--- config.mk ---
export PLATFORM = sky130hd
export DESIGN_NAME = sram_port_arbiter_flat
export DESIGN_NICKNAME = d
export VERILOG_FILES = /design/src/rtl/sram_port_arbiter_if.sv /design/src/rtl/sram_port_arbiter.sv /design/src/flat_wrapper.sv
export SDC_FILE = /design/constraint.sdc
export NUM_CORES = 1
export LEC_CHECK = 0
export BUFFER_PORTS_ARGS = -buffer_cell sky130_fd_sc_hd__buf_2
export CAP_MARGIN = 20
export CORE_AREA = 2 2 107 109
export DETAILED_ROUTE_END_ITERATION = 10
export DIE_AREA = 0 0 109 111
export HOLD_SLACK_MARGIN = 0.03
export PLACE_DENSITY = 0.64
export RECOVER_POWER = 100
export SYNTH_ARGS = -nofsm -noshare
export SYNTH_HDL_FRONTEND = slang
export SYNTH_SLANG_ARGS = --single-unit
--- constraint.sdc ---
create_clock -name clk -period 2.1 [get_ports clk]
set_input_delay 0.63 -clock clk [delete_from_list [all_inputs] [get_ports clk]]
set_output_delay 0.63 -clock clk [all_outputs]
set_load 0.005 [all_outputs]
--- src/rtl/sram_port_arbiter_if.sv ---
// Request/response bundle between the IF/MEM requesters, the arbiter and the SRAM macro.
// slave: arbiter view; master: requester/memory side view.
interface sram_port_arbiter_if #(
  parameter int unsigned ADDR_W = 32
);
  logic              inst_req;
  logic [ADDR_W-1:0] inst_addr;
  logic              inst_gnt;
  logic              inst_resp;
  logic [31:0]       inst_rdata;

  logic              data_req;
  logic              data_wr;
  logic [3:0]        data_wstrb;
  logic [ADDR_W-1:0] data_addr;
  logic [31:0]       data_wdata;
  logic              data_gnt;
  logic              data_resp;
  logic [31:0]       data_rdata;

  logic              sram_en;
  logic [3:0]        sram_we;
  logic [ADDR_W-1:0] sram_addr;
  logic [31:0]       sram_wdata;
  logic [31:0]       sram_rdata;

  modport slave (
    input  inst_req, inst_addr,
    input  data_req, data_wr, data_wstrb, data_addr, data_wdata,
    input  sram_rdata,
    output inst_gnt, inst_resp, inst_rdata,
    output data_gnt, data_resp, data_rdata,
    output sram_en, sram_we, sram_addr, sram_wdata
  );

  modport master (
    output inst_req, inst_addr,
    output data_req, data_wr, data_wstrb, data_addr, data_wdata,
    output sram_rdata,
    input  inst_gnt, inst_resp, inst_rdata,
    input  data_gnt, data_resp, data_rdata,
    input  sram_en, sram_we, sram_addr, sram_wdata
  );
endinterface

--- src/rtl/sram_port_arbiter.sv ---
// Shares one single-port SRAM between instruction fetch and data access, one grant per cycle.
// SRAM_ARB_RR_EN: replaces data priority + starvation guard with 1-bit round-robin.
module sram_port_arbiter #(
  parameter int unsigned ADDR_W   = 32,
  parameter int unsigned MAX_WAIT = 4
) (
  input  logic               clk,
  input  logic               reset,
  sram_port_arbiter_if.slave bus
);

  localparam int unsigned DATA_W = 32;
  localparam int unsigned STRB_W = 4;
  localparam int unsigned CNT_W  = 4;

  typedef struct packed {
    logic valid;
    logic is_data;
    logic is_read;
  } owner_t;

  if (MAX_WAIT < 1 || MAX_WAIT > 15) begin : g_bad_max_wait
    $error("MAX_WAIT must be within 1..15");
  end

  logic              inst_gnt_c;
  logic              data_gnt_c;
  logic              inst_resp_c;
  logic              data_resp_c;
  owner_t            owner_q, owner_d;
  logic [DATA_W-1:0] inst_rdata_q, inst_rdata_d;
  logic [DATA_W-1:0] data_rdata_q, data_rdata_d;
  logic              unused_addr_bits;

  assign unused_addr_bits = ^{bus.inst_addr[1:0], bus.data_addr[1:0]};

`ifdef SRAM_ARB_RR_EN
  logic last_data_q, last_data_d;

  // On a tie the port that did not win last time gets the slot.
  always_comb begin
    data_gnt_c  = 1'b0;
    inst_gnt_c  = 1'b0;
    last_data_d = last_data_q;
    if (!reset) begin
      data_gnt_c = bus.data_req && !(bus.inst_req && last_data_q);
      inst_gnt_c = bus.inst_req && !data_gnt_c;
    end
    if (data_gnt_c) begin
      last_data_d = 1'b1;
    end else if (inst_gnt_c) begin
      last_data_d = 1'b0;
    end
  end

  always_ff @(posedge clk) begin
    if (reset) begin
      last_data_q <= 1'b0;
    end else begin
      last_data_q <= last_data_d;
    end
  end
`else
  localparam logic [CNT_W-1:0] WAIT_LIMIT = CNT_W'(MAX_WAIT);

  logic [CNT_W-1:0] starve_cnt_q, starve_cnt_d;

  // Data has priority until inst has lost WAIT_LIMIT consecutive times.
  always_comb begin
    data_gnt_c   = 1'b0;
    inst_gnt_c   = 1'b0;
    starve_cnt_d = starve_cnt_q;
    if (!reset) begin
      data_gnt_c = bus.data_req && !(bus.inst_req && (starve_cnt_q == WAIT_LIMIT));
      inst_gnt_c = bus.inst_req && !data_gnt_c;
    end
    if (!bus.inst_req || inst_gnt_c) begin
      starve_cnt_d = '0;
    end else if (data_gnt_c && (starve_cnt_q != WAIT_LIMIT)) begin
      starve_cnt_d = CNT_W'(starve_cnt_q + CNT_W'(1));
    end
  end

  always_ff @(posedge clk) begin
    if (reset) begin
      starve_cnt_q <= '0;
    end else begin
      starve_cnt_q <= starve_cnt_d;
    end
  end
`endif

  // SRAM drive in the grant cycle, plus the owner tag that steers next cycle's response.
  always_comb begin
    bus.sram_en    = inst_gnt_c | data_gnt_c;
    bus.sram_we    = '0;
    bus.sram_addr  = '0;
    bus.sram_wdata = '0;
    if (data_gnt_c) begin
      bus.sram_we    = bus.data_wr ? bus.data_wstrb : STRB_W'(0);
      bus.sram_addr  = {bus.data_addr[ADDR_W-1:2], 2'b00};
      bus.sram_wdata = bus.data_wdata;
    end else if (inst_gnt_c) begin
      bus.sram_addr  = {bus.inst_addr[ADDR_W-1:2], 2'b00};
    end
    owner_d.valid   = inst_gnt_c | data_gnt_c;
    owner_d.is_data = data_gnt_c;
    owner_d.is_read = !(data_gnt_c && bus.data_wr);
  end

  // Read data is passed through during the response cycle, then held.
  always_comb begin
    inst_resp_c  = owner_q.valid && !owner_q.is_data && !reset;
    data_resp_c  = owner_q.valid && owner_q.is_data && !reset;
    inst_rdata_d = inst_resp_c ? bus.sram_rdata : inst_rdata_q;
    data_rdata_d = (data_resp_c && owner_q.is_read) ? bus.sram_rdata : data_rdata_q;
  end

  always_ff @(posedge clk) begin
    if (reset) begin
      owner_q      <= '0;
      inst_rdata_q <= '0;
      data_rdata_q <= '0;
    end else begin
      owner_q      <= owner_d;
      inst_rdata_q <= inst_rdata_d;
      data_rdata_q <= data_rdata_d;
    end
  end

  assign bus.inst_gnt   = inst_gnt_c;
  assign bus.data_gnt   = data_gnt_c;
  assign bus.inst_resp  = inst_resp_c;
  assign bus.data_resp  = data_resp_c;
  assign bus.inst_rdata = inst_rdata_d;
  assign bus.data_rdata = data_rdata_d;

endmodule

--- src/flat_wrapper.sv ---
// flat-port wrapper written by rule: the top's interface ports become plain ports
module sram_port_arbiter_flat 
#(
  parameter int unsigned ADDR_W   = 32,
  parameter int unsigned MAX_WAIT = 4
)
  (clk, reset, bus_inst_req, bus_inst_addr, bus_data_req, bus_data_wr, bus_data_wstrb, bus_data_addr, bus_data_wdata, bus_sram_rdata, bus_inst_gnt, bus_inst_resp, bus_inst_rdata, bus_data_gnt, bus_data_resp, bus_data_rdata, bus_sram_en, bus_sram_we, bus_sram_addr, bus_sram_wdata);
  sram_port_arbiter_if #(.ADDR_W(ADDR_W)) bus_i ();
  input  logic clk;
  input  logic reset;
  input wire logic [$bits(bus_i.inst_req)-1:0] bus_inst_req;
  input wire logic [$bits(bus_i.inst_addr)-1:0] bus_inst_addr;
  input wire logic [$bits(bus_i.data_req)-1:0] bus_data_req;
  input wire logic [$bits(bus_i.data_wr)-1:0] bus_data_wr;
  input wire logic [$bits(bus_i.data_wstrb)-1:0] bus_data_wstrb;
  input wire logic [$bits(bus_i.data_addr)-1:0] bus_data_addr;
  input wire logic [$bits(bus_i.data_wdata)-1:0] bus_data_wdata;
  input wire logic [$bits(bus_i.sram_rdata)-1:0] bus_sram_rdata;
  output wire logic [$bits(bus_i.inst_gnt)-1:0] bus_inst_gnt;
  output wire logic [$bits(bus_i.inst_resp)-1:0] bus_inst_resp;
  output wire logic [$bits(bus_i.inst_rdata)-1:0] bus_inst_rdata;
  output wire logic [$bits(bus_i.data_gnt)-1:0] bus_data_gnt;
  output wire logic [$bits(bus_i.data_resp)-1:0] bus_data_resp;
  output wire logic [$bits(bus_i.data_rdata)-1:0] bus_data_rdata;
  output wire logic [$bits(bus_i.sram_en)-1:0] bus_sram_en;
  output wire logic [$bits(bus_i.sram_we)-1:0] bus_sram_we;
  output wire logic [$bits(bus_i.sram_addr)-1:0] bus_sram_addr;
  output wire logic [$bits(bus_i.sram_wdata)-1:0] bus_sram_wdata;
  assign bus_i.inst_req = bus_inst_req;
  assign bus_i.inst_addr = bus_inst_addr;
  assign bus_i.data_req = bus_data_req;
  assign bus_i.data_wr = bus_data_wr;
  assign bus_i.data_wstrb = bus_data_wstrb;
  assign bus_i.data_addr = bus_data_addr;
  assign bus_i.data_wdata = bus_data_wdata;
  assign bus_i.sram_rdata = bus_sram_rdata;
  assign bus_inst_gnt = bus_i.inst_gnt;
  assign bus_inst_resp = bus_i.inst_resp;
  assign bus_inst_rdata = bus_i.inst_rdata;
  assign bus_data_gnt = bus_i.data_gnt;
  assign bus_data_resp = bus_i.data_resp;
  assign bus_data_rdata = bus_i.data_rdata;
  assign bus_sram_en = bus_i.sram_en;
  assign bus_sram_we = bus_i.sram_we;
  assign bus_sram_addr = bus_i.sram_addr;
  assign bus_sram_wdata = bus_i.sram_wdata;
  sram_port_arbiter #(.ADDR_W(ADDR_W), .MAX_WAIT(MAX_WAIT)) u_core (.clk(clk), .reset(reset), .bus(bus_i));
endmodule
==> metrics.yaml <==
clocking:
  htreeDepth: 3
  hold_buffers: 0
  cts_tree: "built"
  cts_num_sinks: 71
  clock_latency_ns: 0.33
  cts.path.max_buffers: 2
  cts_buffers: 9
  clk_pin_slew_worst_paths_ns: 0.05
  cts_root_buf: "clkbuf_16"
routing:
  vias: 4025
  post_drt_wl_per_cell_um: 16.5
  vias_per_cell: 4.64
  routed_wl_mm: 14.3
  drc: 0
  antenna_left: 0
  firstDrtPassIters: 4
  drt_iter0_markers: 145
synthesis:
  synth-seq-cells: 71
  yosys.area.top_type_share: 0.424
  yosysMostFrequentCell: "nand2_1"
  syn-instance-count: 386
  synthTopCellsByArea: "dfxtp_1 (42%), and2_1 (12%), nand2_1 (11%), mux2_2 (9.7%), a22o_1 (7.8%)"
  ys_warn_count: 0
  yosysTopAreaCell: "dfxtp_1"
  netlist_area_um2: 3350
  postSynth.asyncResetShare: 0
  synth_cell_types: 28
  ys_seq_area_frac: 0.424
  synth_edf_count: 0
  synth_commonest_cells: "nand2_1 (96), dfxtp_1 (71), and2_1 (64)"
  synth_flop_cell: "dfxtp_1"
  synth.avg_cell_area_um2: 8.68
cells_and_area:
  multi_input_area_um2: 2030
  nFillCells: 994
  antenna_cells: 0
  nets: 858
  utilization: 0.598
  area_growth_pct: 97.9
  stdcell_count: 867
  seqCellArea_um2: 1430
  postLayoutCellArea_um2: 6630
  drive_above_1_share: 0.610
worst_setup_path:
  startpoint_type: "primary input"
  cp-end-kind: "output port"
  crit_arrival_ns: 1.88
  crit_buf_inv: 6
  critPathMostFrequentCell: "buf_12"
  crit_family: "buffers and inverters"
  crit_type: "primary input to output port"
  slowest_stage: "and4b_4"
  cp.required_ns: 1.47
  path_cells: "buf_8, buf_6, clkbuf_1, and4b_4, buf_12, buf_12, nand2_4, nand2_2, buf_2"
  slowest_delay_ns: 0.38
  cp_max_fo: 8
placed_design:
  place_ws_ns: -0.313
  placedCellCount: 816
  placed_cell_area_um2: 5090
  hpwl_mm: 9.70
  place_congestion: 0.875
  numPortBuffers: 267
floorplanning:
  rows: 39
  coreArea_um2: 11100
  die_y_um: 111
  die_area_um2: 12100
  initial_utilization: 0.302
  die_w_um: 109
  num_io_pins: 274
timing:
  layout_setup_ws_ns: -0.415
  rsz0062_at_grt: "true"
  fmax_mhz: 398
  fin_crit_ns: 2.51
  finalCritPeriodShare: 1.20
  clock-skew-final_ns: 0.00338
  hold_violations: 0
  final_max_slew_viol_count: 0
  setup_viol: 132
power:
  leakage_nw: 3.53
  ir_worst_vdd_mv: 0.365
  p_per_area_nw_per_um2: 546
global_route:
  grt_max_degree: 36
  first_global_vias: 4103
  antenna_found_initial: 0
  overflow: 0
  grt_use_total: 0.223
  grt_pass1_wl_mm: 20.7
outcome:
  violations: "setup timing"
  status: "finished, violations left"
hold_path:
  holdCritPathClass: "register to register"
job:
  maxCapViolCount: 0
flip-flops by register name, indices dropped and copies added (netlist names):
register	count
u_core.data_rdata_q	32
u_core.starve_cnt_q	4
u_core.owner_q	3
u_core.inst_rdata_q	32
worst reg2reg max path, stage by stage (launching register included):
cell and delay [ns]:
dfxtp_2 0.35, nor3b_4 0.22, buf_6 0.16, buf_12 0.13
mux2_1 0.38, buf_4 0.15, buf_4 0.11, and2_1 0.14
power by group:
group / switching (mW) / internal, mW / leakage, nW
logic: 0.299 / 0.444 / 2.81
clock network: 0.555 / 0.927 / 0.145
registers: 0.0127 / 1.38 / 0.577
cells in the final DEF, fill, tap and decap left out, drive strengths merged, types with 2 or more instances in the layout:
master and count:
a21oi 33, nor2 7, clkbuf 30, ha 2, and3 5, conb 2, clkinvlp 2, dfxtp 71
mux2 32, inv 4, buf 334, and2 64, o211a 2, nand2 96, a22o 30
through the flow:
| step | hold WS, ns | TNS, ns | power [mW] |
|---|---|---|---|
| after floorplan | 0.430 | 0 | 1.64 |
| after detailed placement | 0.455 | -28.88 | 1.94 |
| after global routing | 0.477 | -53.26 | 3.75 |
| after global placement | 0.451 | -27.79 | 1.93 |
| final | 0.455 | -45.66 | 3.62 |
| after CTS | 0.465 | -44.47 | 3.63 |
layout make-up:
cell class / instances / area share
Multi-Input combinational cell: 282 / 0.306
Timing Repair Buffer: 350 / 0.404
Tap cell: 143 / 0.0270
Clock buffer: 14 / 0.0428
Clock inverter: 2 / 0.00189
Inverter: 5 / 0.00340
Sequential cell: 71 / 0.215
layer usage:
layer	vias up	global-route usage	wire, um
li1	1949	-	-
met5	-	0	0
met4	0	0.0838	332
met2	155	0.412	7870
met3	23	0.0417	809
met1	1898	0.248	5340
path summary, 6_finish.rpt:
| kind | slack [ns] | end | from | cells past startpoint |
|---|---|---|---|---|
| setup / recovery | -0.41 | bus_data_rdata[0] | reset | 9 |
| hold / removal | 0.45 | u_core.data_rdata_q[20]$_SDFF_PP0_ | u_core.data_rdata_q[20]$_SDFF_PP0_ | 2 |
| setup reg to reg | 0.36 | u_core.inst_rdata_q[26]$_SDFF_PP0_ | u_core.owner_q[1]$_SDFF_PP0_ | 7 |
| hold reg to reg | 0.45 | u_core.data_rdata_q[20]$_SDFF_PP0_ | u_core.data_rdata_q[20]$_SDFF_PP0_ | 2 |
what timing repair did:
item                                    4_1_cts  5_1_grt
endpoints found under the setup margin      132      134
resized for setup                           179       56
setup buffers                                15       12
pin swaps                                    22       26
gates cloned                                  8        4
endpoints found under the hold margin         0        0
logic make-up (layout without fill, tap and decap cells):
| group | Yosys count | in the layout | share of synthesized area |
|---|---|---|---|
| AO/OA/AOI/OAI | 66 | 66 | 0.137 |
| XOR/XNOR | 2 | 2 | 0.00523 |
| adder cells (fa/ha/maj) | 2 | 2 | 0.00747 |
| buffers and inverters | 34 | 371 | 0.0557 |
| flip-flops | 71 | 71 | 0.424 |
| multiplexers | 32 | 32 | 0.108 |
| other | 1 | 2 | 0.00112 |
| AND/OR/NAND/NOR | 178 | 178 | 0.261 |
No activity file was read; power rests on OpenSTA's default activity.
